--- src/rtl/tdm_pkg.sv ---
// Shared definitions for the TDM receive demultiplexer.
// Holds default geometry, the receiver state enum and counter-width helpers.
package tdm_pkg;

    localparam int DEF_NUM_CH = 4;
    localparam int DEF_CH_W   = 8;

    localparam int DEF_BIT_CW = $clog2(DEF_CH_W);
    localparam int DEF_CH_CW  = $clog2(DEF_NUM_CH);

    typedef enum logic {
        HUNT = 1'b0,
        RECV = 1'b1
    } state_t;

    // Counter width for a modulus n, never narrower than one bit.
    function automatic int cnt_w(input int n);
        return (n < 2) ? 1 : $clog2(n);
    endfunction

endpackage

--- src/rtl/tdm_slot_counter.sv ---
// Bit/channel position counters for the TDM receiver.
// Ports: i_clk, i_rst (async high), i_adv (step one bit), i_load (current bit
// is bit 0 of channel 0), i_clear (back to frame start); o_ch_cnt, o_slot_end,
// o_frame_end, o_frame_start position flags for the current bit.
module tdm_slot_counter
    import tdm_pkg::*;
#(
    parameter int NUM_CH = DEF_NUM_CH,
    parameter int CH_W   = DEF_CH_W
) (
    input  logic                      i_clk,
    input  logic                      i_rst,
    input  logic                      i_adv,
    input  logic                      i_load,
    input  logic                      i_clear,
    output logic [cnt_w(NUM_CH)-1:0]  o_ch_cnt,
    output logic                      o_slot_end,
    output logic                      o_frame_end,
    output logic                      o_frame_start
);

    localparam int BW = cnt_w(CH_W);
    localparam int CW = cnt_w(NUM_CH);

    logic [BW-1:0] r_bit_cnt;
    logic [CW-1:0] r_ch_cnt;

    logic w_slot_end;
    logic w_frame_end;

    assign w_slot_end  = (r_bit_cnt == BW'(CH_W - 1));
    assign w_frame_end = w_slot_end && (r_ch_cnt == CW'(NUM_CH - 1));

    always_ff @(posedge i_clk or posedge i_rst) begin
        if (i_rst) begin
            r_bit_cnt <= '0;
            r_ch_cnt  <= '0;
        end else if (i_clear) begin
            r_bit_cnt <= '0;
            r_ch_cnt  <= '0;
        end else if (i_load) begin
            // The bit just taken was bit 0 of channel 0.
            r_bit_cnt <= BW'(1);
            r_ch_cnt  <= '0;
        end else if (i_adv) begin
            if (w_slot_end) begin
                r_bit_cnt <= '0;
                r_ch_cnt  <= w_frame_end ? '0 : r_ch_cnt + CW'(1);
            end else begin
                r_bit_cnt <= r_bit_cnt + BW'(1);
            end
        end
    end

    assign o_ch_cnt      = r_ch_cnt;
    assign o_slot_end    = w_slot_end;
    assign o_frame_end   = w_frame_end;
    assign o_frame_start = (r_bit_cnt == '0) && (r_ch_cnt == '0);

endmodule

--- src/rtl/tdm_demux_rx.sv ---
// Time-division demultiplexer: serial TDM stream into NUM_CH parallel words.
// Ports: i_clk, i_rst (async high), i_en bit strobe, i_sdata, i_sync_in;
// o_frame_data, o_ch_valid, o_frame_valid, o_locked, o_sync_err.
module tdm_demux_rx
    import tdm_pkg::*;
#(
    parameter int NUM_CH = DEF_NUM_CH,
    parameter int CH_W   = DEF_CH_W
) (
    input  logic                     i_clk,
    input  logic                     i_rst,
    input  logic                     i_en,
    input  logic                     i_sdata,
    input  logic                     i_sync_in,
    output logic [NUM_CH*CH_W-1:0]   o_frame_data,
    output logic [NUM_CH-1:0]        o_ch_valid,
    output logic                     o_frame_valid,
    output logic                     o_locked,
    output logic                     o_sync_err
);

    localparam int CW = cnt_w(NUM_CH);

    state_t r_state;
    state_t w_state_nxt;

    logic [CH_W-1:0]        r_shift;
    logic [CH_W-1:0]        w_shift_nxt;
    logic [CH_W-1:0]        w_word;
    logic [NUM_CH*CH_W-1:0] r_frame_data;
    logic [NUM_CH-1:0]      r_ch_valid;
    logic [NUM_CH-1:0]      w_ch_valid_nxt;
    logic                   r_frame_valid;
    logic                   r_locked;
    logic                   r_sync_err;

    logic          w_adv;
    logic          w_load;
    logic          w_clear;
    logic          w_slot_wr;
    logic          w_frame_wr;
    logic          w_err;
    logic [CW-1:0] w_ch_cnt;
    logic          w_slot_end;
    logic          w_frame_end;
    logic          w_frame_start;

    tdm_slot_counter #(
        .NUM_CH (NUM_CH),
        .CH_W   (CH_W)
    ) u_cnt (
        .i_clk         (i_clk),
        .i_rst         (i_rst),
        .i_adv         (w_adv),
        .i_load        (w_load),
        .i_clear       (w_clear),
        .o_ch_cnt      (w_ch_cnt),
        .o_slot_end    (w_slot_end),
        .o_frame_end   (w_frame_end),
        .o_frame_start (w_frame_start)
    );

    assign w_word = {r_shift[CH_W-2:0], i_sdata};

    always_comb begin
        w_state_nxt    = r_state;
        w_shift_nxt    = r_shift;
        w_adv          = 1'b0;
        w_load         = 1'b0;
        w_clear        = 1'b0;
        w_slot_wr      = 1'b0;
        w_frame_wr     = 1'b0;
        w_err          = 1'b0;
        w_ch_valid_nxt = '0;
        unique case (r_state)
            HUNT: begin
                if (i_en && i_sync_in) begin
                    w_load      = 1'b1;
                    w_shift_nxt = {{(CH_W-1){1'b0}}, i_sdata};
                    w_state_nxt = RECV;
                end
            end
            RECV: begin
                if (i_en) begin
                    if (w_frame_start && !i_sync_in) begin
                        // Missing marker: drop this bit and re-hunt.
                        w_err       = 1'b1;
                        w_clear     = 1'b1;
                        w_state_nxt = HUNT;
                    end else if (i_sync_in && !w_frame_start) begin
                        // Early marker: abandon partial frame, restart here.
                        w_err       = 1'b1;
                        w_load      = 1'b1;
                        w_shift_nxt = {{(CH_W-1){1'b0}}, i_sdata};
                    end else begin
                        w_adv       = 1'b1;
                        w_shift_nxt = w_word;
                        w_slot_wr   = w_slot_end;
                        w_frame_wr  = w_frame_end;
                    end
                end
            end
            default: begin
                w_state_nxt = HUNT;
            end
        endcase
        if (w_slot_wr) begin
            w_ch_valid_nxt = NUM_CH'(1) << w_ch_cnt;
        end
    end

    always_ff @(posedge i_clk or posedge i_rst) begin
        if (i_rst) begin
            r_state       <= HUNT;
            r_shift       <= '0;
            r_frame_data  <= '0;
            r_ch_valid    <= '0;
            r_frame_valid <= 1'b0;
            r_locked      <= 1'b0;
            r_sync_err    <= 1'b0;
        end else begin
            r_state       <= w_state_nxt;
            r_shift       <= w_shift_nxt;
            r_ch_valid    <= w_ch_valid_nxt;
            r_frame_valid <= w_frame_wr;
            r_sync_err    <= w_err;
            if (w_slot_wr) begin
                r_frame_data[w_ch_cnt*CH_W +: CH_W] <= w_word;
            end
            if (w_err) begin
                r_locked <= 1'b0;
            end else if (w_frame_wr) begin
                r_locked <= 1'b1;
            end
        end
    end

    assign o_frame_data  = r_frame_data;
    assign o_ch_valid    = r_ch_valid;
    assign o_frame_valid = r_frame_valid;
    assign o_locked      = r_locked;
    assign o_sync_err    = r_sync_err;

endmodule

--- config.mk ---
export PLATFORM = sky130hd
export DESIGN_NAME = tdm_demux_rx
export DESIGN_NICKNAME = d
export VERILOG_FILES = /design/src/rtl/tdm_pkg.sv /design/src/rtl/tdm_slot_counter.sv /design/src/rtl/tdm_demux_rx.sv
export SDC_FILE = /design/constraint.sdc
export NUM_CORES = 1
export LEC_CHECK = 0
export ABC_AREA = 1
export CAP_MARGIN = 20
export CORE_ASPECT_RATIO = 1.75
export CORE_MARGIN = 5
export CORE_UTILIZATION = 51
export CTS_BUF_LIST = sky130_fd_sc_hd__clkbuf_16
export CTS_CLUSTER_SIZE = 40
export DETAILED_ROUTE_END_ITERATION = 8
export PLACE_DENSITY = 0.79
export SLEW_MARGIN = 20
export SYNTH_ARGS = -nofsm -noshare
export SYNTH_HDL_FRONTEND = slang
export SYNTH_SLANG_ARGS = --single-unit
--- constraint.sdc ---
create_clock -name i_clk -period 2.1 [get_ports i_clk]
set_input_delay 0.21 -clock i_clk [delete_from_list [all_inputs] [get_ports i_clk]]
set_output_delay 0.21 -clock i_clk [all_outputs]
set_load 0.02 [all_outputs]
---- Yosys cells after proc, flatten, opt, wreduce, memory -nomap -nowiden ----
Index checks and enable logic that the tools add are counted.
word-level totals
  output and inout bits ................... 39
  flip-flop bits (word level) ............. 52
cells by class
  reductions and logical operators ........ 14
  mux-type cells .......................... 44
  bitwise logic cells ..................... 1
  shift operators ......................... 3
  equality and inequality tests ........... 5
  add/subtract/negate cells ............... 3
operators with widths
  kind                                                                     count
  5-bit negation with 34-bit output                                        1
  8-bit by 34-bit variable shift with 32-bit output, first input constant  1
  8-bit by 34-bit variable part select with 32-bit output                  1
  32-bit bitwise mux                                                       1
  7-bit 2-to-1 mux                                                         4
  1-bit 2-to-1 mux                                                         26
  7-bit one-hot mux with 2 select lines                                    1
  3-bit 2-to-1 mux                                                         4
  2-bit 2-to-1 mux                                                         5
  2-bit != test, second input constant                                     3
  3-bit nonzero test                                                       2
  1-bit logical AND                                                        5
  4-bit 2-to-1 mux                                                         1
  1-bit one-hot mux with 2 select lines                                    2
  1-bit by 2-bit left shift with 4-bit output, first input constant        1
  3-bit by 1-bit adder with 3-bit output, second input constant            1
  3-bit == test, second input constant                                     1
  3-bit logical NOT                                                        1
  3-bit AND reduction                                                      1
  2-bit by 1-bit adder with 2-bit output, second input constant            1
  2-bit == test, second input constant                                     1
  1-bit logical NOT                                                        2
  2-bit logical NOT                                                        1
  2-bit AND reduction                                                      1
  2 further kinds                                                          2

---- Logic depth before layout (Yosys ltp) ----
  word-level depth ........................ 11
  depth in mapped cells ................... 13

---- Cells and area by module ----
Synthesis repeated with hierarchy kept, for this count alone.
unflattened totals
  cell total of the unflattened synthesis .. 282
  area total of the unflattened synthesis .. 2611.3 um2
modules (own cells, without submodules)
  module            cells an instance  seq. area each (um2)  area each (um2)  times used
  tdm_demux_rx      239                1176.1                2282.2           1
  tdm_slot_counter  43                 125.1                 329.1            1

---- Least setup slack after synthesis ----
Ideal clock, no wire load.
  path type ............................... register -> register
  start point ............................. register u_cnt.r_ch_cnt[0] (netlist: u_cnt.o_ch_cnt[0])
  end point ............................... register r_frame_data[0] (netlist: o_frame_data[0])
  required time ........................... 1.982 ns
  slack ................................... 0.184 ns
  cell stages (with the launch flop) ...... 13
  data arrival time ....................... 1.798 ns
  setup time .............................. 0.118 ns
  cells stage by stage .................... dfrtp_1 > inv_1 > ha_1 > nand2_1 > nor2_1 > inv_1 > ha_1 > inv_1 > nand3_4 > nor2_4 > inv_4 > nand2_1 > nand2_1
between the ends
  cells in the longest elaborated chain, start to end .. 8
  elaborated cells on any way between the ends .. 13
ends and longest elaborated chain
  what                                                                                       RTL line                source
  from (decl)                                                                                tdm_slot_counter.sv:26  logic [CW-1:0] r_ch_cnt;
  from (signal assigned)                                                                     tdm_slot_counter.sv:48  r_ch_cnt <= w_frame_end ? '0 : r_ch_cnt + CW'(1);
  parallel branches: the longest is 8 deep, another holds 5-bit negation with 34-bit output  --
  to (signal, indexed assignment)                                                            tdm_demux_rx.sv:128     r_frame_data[w_ch_cnt*CH_W +: CH_W] <= w_word;
  to (decl)                                                                                  tdm_demux_rx.sv:30      logic [NUM_CH*CH_W-1:0] r_frame_data;
Several ways; the timed one is not identified.
A chain may end at the register's enable or synchronous reset.

---- Worst setup path after layout ----
  start point ............................. register u_cnt.r_ch_cnt[1] (netlist: u_cnt.o_ch_cnt[1])
  end point ............................... register r_frame_data[22] (netlist: o_frame_data[22])
The elaborated chain is that of the path after synthesis.

==> results.md <==
- RD Place Congestion: 0.855
- Peak supply drop: 0.000889 V
- Estimated wirelength of the detail-placed design: 3.94 mm
- Antenna Diode Count: 0
- Number of distinct library cells after synthesis: 20
- Count of flip-flops with a built-in enable after synthesis: 0
- Total placed instance area: 2880 µm²
- Antenna violations before repair: 0
- Critical path fanouts, max: 10
- Dominant cell by count in the synthesized netlist: sky130_fd_sc_hd__nand2_1
- Number of storage elements in the synthesis netlist: 52
- Initial DRC Count: 54
- Hold bufs inserted after CTS: 0
- Initial Utilization: 0.526
- Via count of the first global-routing pass: 1970
- Number of warnings issued by yosys: 0
- Share of the yosys chip area belonging to registers: 0.556
- Time the final worst path needs with I/O delays and setup: 1920 ps
- RSZ-0062 raised after global routing: false
- Crit Reg-Reg Startpoint: u_cnt.o_ch_cnt[1]
- Dominant cells by area after synthesis: sky130_fd_sc_hd__dfrtp_1, sky130_fd_sc_hd__nand2_1, sky130_fd_sc_hd__nand3_1
- Total overflow reported by the global router: 0
- Switching part of the total power: 0.367
- Internal Pwr Total: 1.85 mW
- Actual transition at the worst max-transition pin: 552 ps
- Overall track demand over capacity in global routing: 0.196
- Placeable core area: 4440 µm²
- Antenna-violating nets left: 0
- Kind of launch point of the worst setup path: flop
- Proportion of layout cells with a drive suffix above 1: 0.110
- Insertion delay to the later sink of the worst-skew pair: 290 ps
- Max stage delay cell, worst path: sky130_fd_sc_hd__dfrtp_1
- Max-slew headroom: 0.630
- Final Max Slew Viols: 0
- # clock sinks: 52
- Post-layout nets: 333
- Ys flop type: sky130_fd_sc_hd__dfrtp_1
- TritonCTS Buffers: 5
- Layout Area Growth over Synthesis: 30.3%
- Die X-Extent: 61.2 µm
- Clock Skew: 3.99 ps
- Data required time of the critical path: 2280 ps
- Delay contributed by the slowest stage of the critical path: 390 ps
- Capture point of the critical path: o_frame_data[22]
- Share of power burned in registers: 0.417
- Total negative slack: 0 ps
- Cell Pwr Density: 959 nW/µm²
- P_sw: 1.07 mW
- Remaining routing DRC violations: 0
- Share of async-settable or async-resettable flops after synthesis: 1.00
- Detailed-route via count: 1916
- Combinational cell fraction of total power: 0.312
- Post-placement setup slack: 123 ps
- Die Ht: 99.6 µm
- Area share of the largest cell type after synthesis: 0.556
- Min setup slack post-route: 177 ps
- Pin count of the biggest net entering global routing: 27
- Post-synth top area cell: sky130_fd_sc_hd__dfrtp_1
- Wire length per cell: 14.1 µm
- Cell Area, Synth: 2340 µm²
- Net count of the mapped netlist: 275
- Final setup fails: 0
- Top cells by count, synth: sky130_fd_sc_hd__nand2_1, sky130_fd_sc_hd__dfrtp_1, sky130_fd_sc_hd__nand3_1, sky130_fd_sc_hd__inv_1, sky130_fd_sc_hd__nor2_1
- Root buffer cell: sky130_fd_sc_hd__clkbuf_16
- Classification of the worst setup path: flop to flop
- Static leakage power: 1.59 nW
- Worst setup path startpoint: u_cnt.o_ch_cnt[1]
- CTS H-tree depth: 2
- I/O pin cnt: 44
- Part of the power in the clock network: 0.272
- Count of mapped cells out of synthesis: 260
- Number of violations of the max-capacitance limit: 0
- Post-synthesis average cell area: 8.99 µm²
- Detailed-route wire length: 5.21 mm
- Cell count of the worst reg-to-reg path: 11
- Achievable Freq: 0.520 GHz
- RR Endpoint: o_frame_data[22]
- Count of port buffers added during placement: 43
- Number of cell rows: 32
- Design Area, Final: 3050 µm²
- Min-Delay Path Class: input port to asynchronous set/reset pin
- Vias/cell: 5.18
- Clock tree from TritonCTS: built
- Most repeated library cell on the critical path: sky130_fd_sc_hd__nand2_1
- Clock transition at the register clock pins on the worst setup and hold paths after CTS: 70 ps
- Final critical-path share of the clock period: 0.916
- Number of hold-slack violations in the final timing report: 0
- First-pass GRT wire length: 9.03 mm
- CP Data Arrival Time: 2100 ps
- Register-to-register path setup slack: 180 ps
- Run status: complete, no violations
- Clock buffer depth: 2
- List of cells traversed by the critical path: inv_1 -> ha_1 -> nand2_1 -> nor2_2 -> ha_1 -> nor2_4 -> nand3_4 -> nor2_4 -> inv_4 -> nand2_1 -> nand2_1
- Full die area: 6090 µm²
- Number of detailed-route iterations in the first pass: 4
- Type of destination of the critical path: flop
-- metrics by stage --
| step | power (mW) | cells | util | hold WS, ps |
|---|---|---|---|---|
| 6_report | 2.92 | 370 | 0.686 | 266 |
| 5_1_grt | 3.13 | 370 | 0.686 | 332 |
| 4_1_cts | 2.92 | 368 | 0.680 | 285 |
| 3_5_place_dp | 2.13 | 360 | 0.648 | 466 |
| 3_3_place_gp | 2.09 | 360 | 0.648 | 463 |
| 2_1_floorplan | 1.83 | 260 | - | 331 |
-- critical path: cells and delay by family (launching register included) --
family                   cells  cell delay [ps]
buffers and inverters        2              170
AND/OR/NAND/NOR              7              810
adder cells (fa/ha/maj)      2              430
flip-flops                   1              390
-- flip-flops by register name (all words and copies together) (netlist names) --
name             count
o_ch_valid           4
o_frame_data        32
o_frame_valid        1
o_locked             1
o_sync_err           1
r_shift              7
r_state              1
u_cnt.o_ch_cnt       2
u_cnt.r_bit_cnt      3
-- final cells by class --
class	instances	area, µm²
clock buffers	5	125
clock inverters	3	17.5
fillers	386	1400
inverters	32	130
multi-input cells	176	918
flip-flops and latches	52	1300
well taps	51	63.8
repair buffers	51	490
-- layout by cell type (no fill, tap or decap), types with 2 or more instances in the layout --
cell type,Yosys,final
sky130_fd_sc_hd__inv_1,28,26
sky130_fd_sc_hd__o22ai_1,6,6
sky130_fd_sc_hd__buf_4,0,8
sky130_fd_sc_hd__o21ai_0,2,2
sky130_fd_sc_hd__nor2_2,0,3
sky130_fd_sc_hd__nand3_1,40,39
sky130_fd_sc_hd__inv_2,0,2
sky130_fd_sc_hd__inv_4,4,4
sky130_fd_sc_hd__nand2_1,85,85
sky130_fd_sc_hd__nand2_2,2,2
sky130_fd_sc_hd__nand4_1,3,3
sky130_fd_sc_hd__nor2_4,4,4
sky130_fd_sc_hd__dfrtp_1,52,52
sky130_fd_sc_hd__nor2_1,16,14
sky130_fd_sc_hd__ha_1,10,10
sky130_fd_sc_hd__clkdlybuf4s50_1,0,43
sky130_fd_sc_hd__clkbuf_16,0,5
-- power groups by stage --
stage                     logic (mW)  registers (mW)  clock network [mW]
after floorplan                0.601            1.23                   0
after global placement         0.859            1.23                   0
after detailed placement       0.893            1.23                   0
after CTS                      0.895            1.21               0.808
after global routing            1.05            1.23               0.846
final                          0.912            1.22               0.794
-- timing repair --
action | in CTS | in global routing
setup endpoints to repair | 0 | 22
resized for setup | 0 | 4
buffers inserted | 0 | 1
-- kinds of logic after synthesis --
family | synth area share
simple gates | 0.301
fa+ha+maj | 0.0535
buf+inv | 0.0578
compound gates | 0.0316
flops | 0.556
-- per-layer routing --
layer | vias up | routed length, µm | track usage
li1 | 940 | - | -
met3 | 19 | 242 | 0.0403
met2 | 51 | 2870 | 0.332
met5 | - | 0 | 0
met4 | 0 | 213 | 0.105
met1 | 906 | 1890 | 0.219
-- worst min path at each step --
stage / from / endpoint
6_report: i_rst / o_frame_data[18]
5_1_grt: i_rst / o_frame_data[18]
4_1_cts: i_rst / o_frame_data[18]
3_5_place_dp: o_frame_data[1] / o_frame_data[1]
3_3_place_gp: o_frame_data[3] / o_frame_data[3]
2_1_floorplan: i_sdata / r_shift[0]
Power figures use the tool's default switching activity.
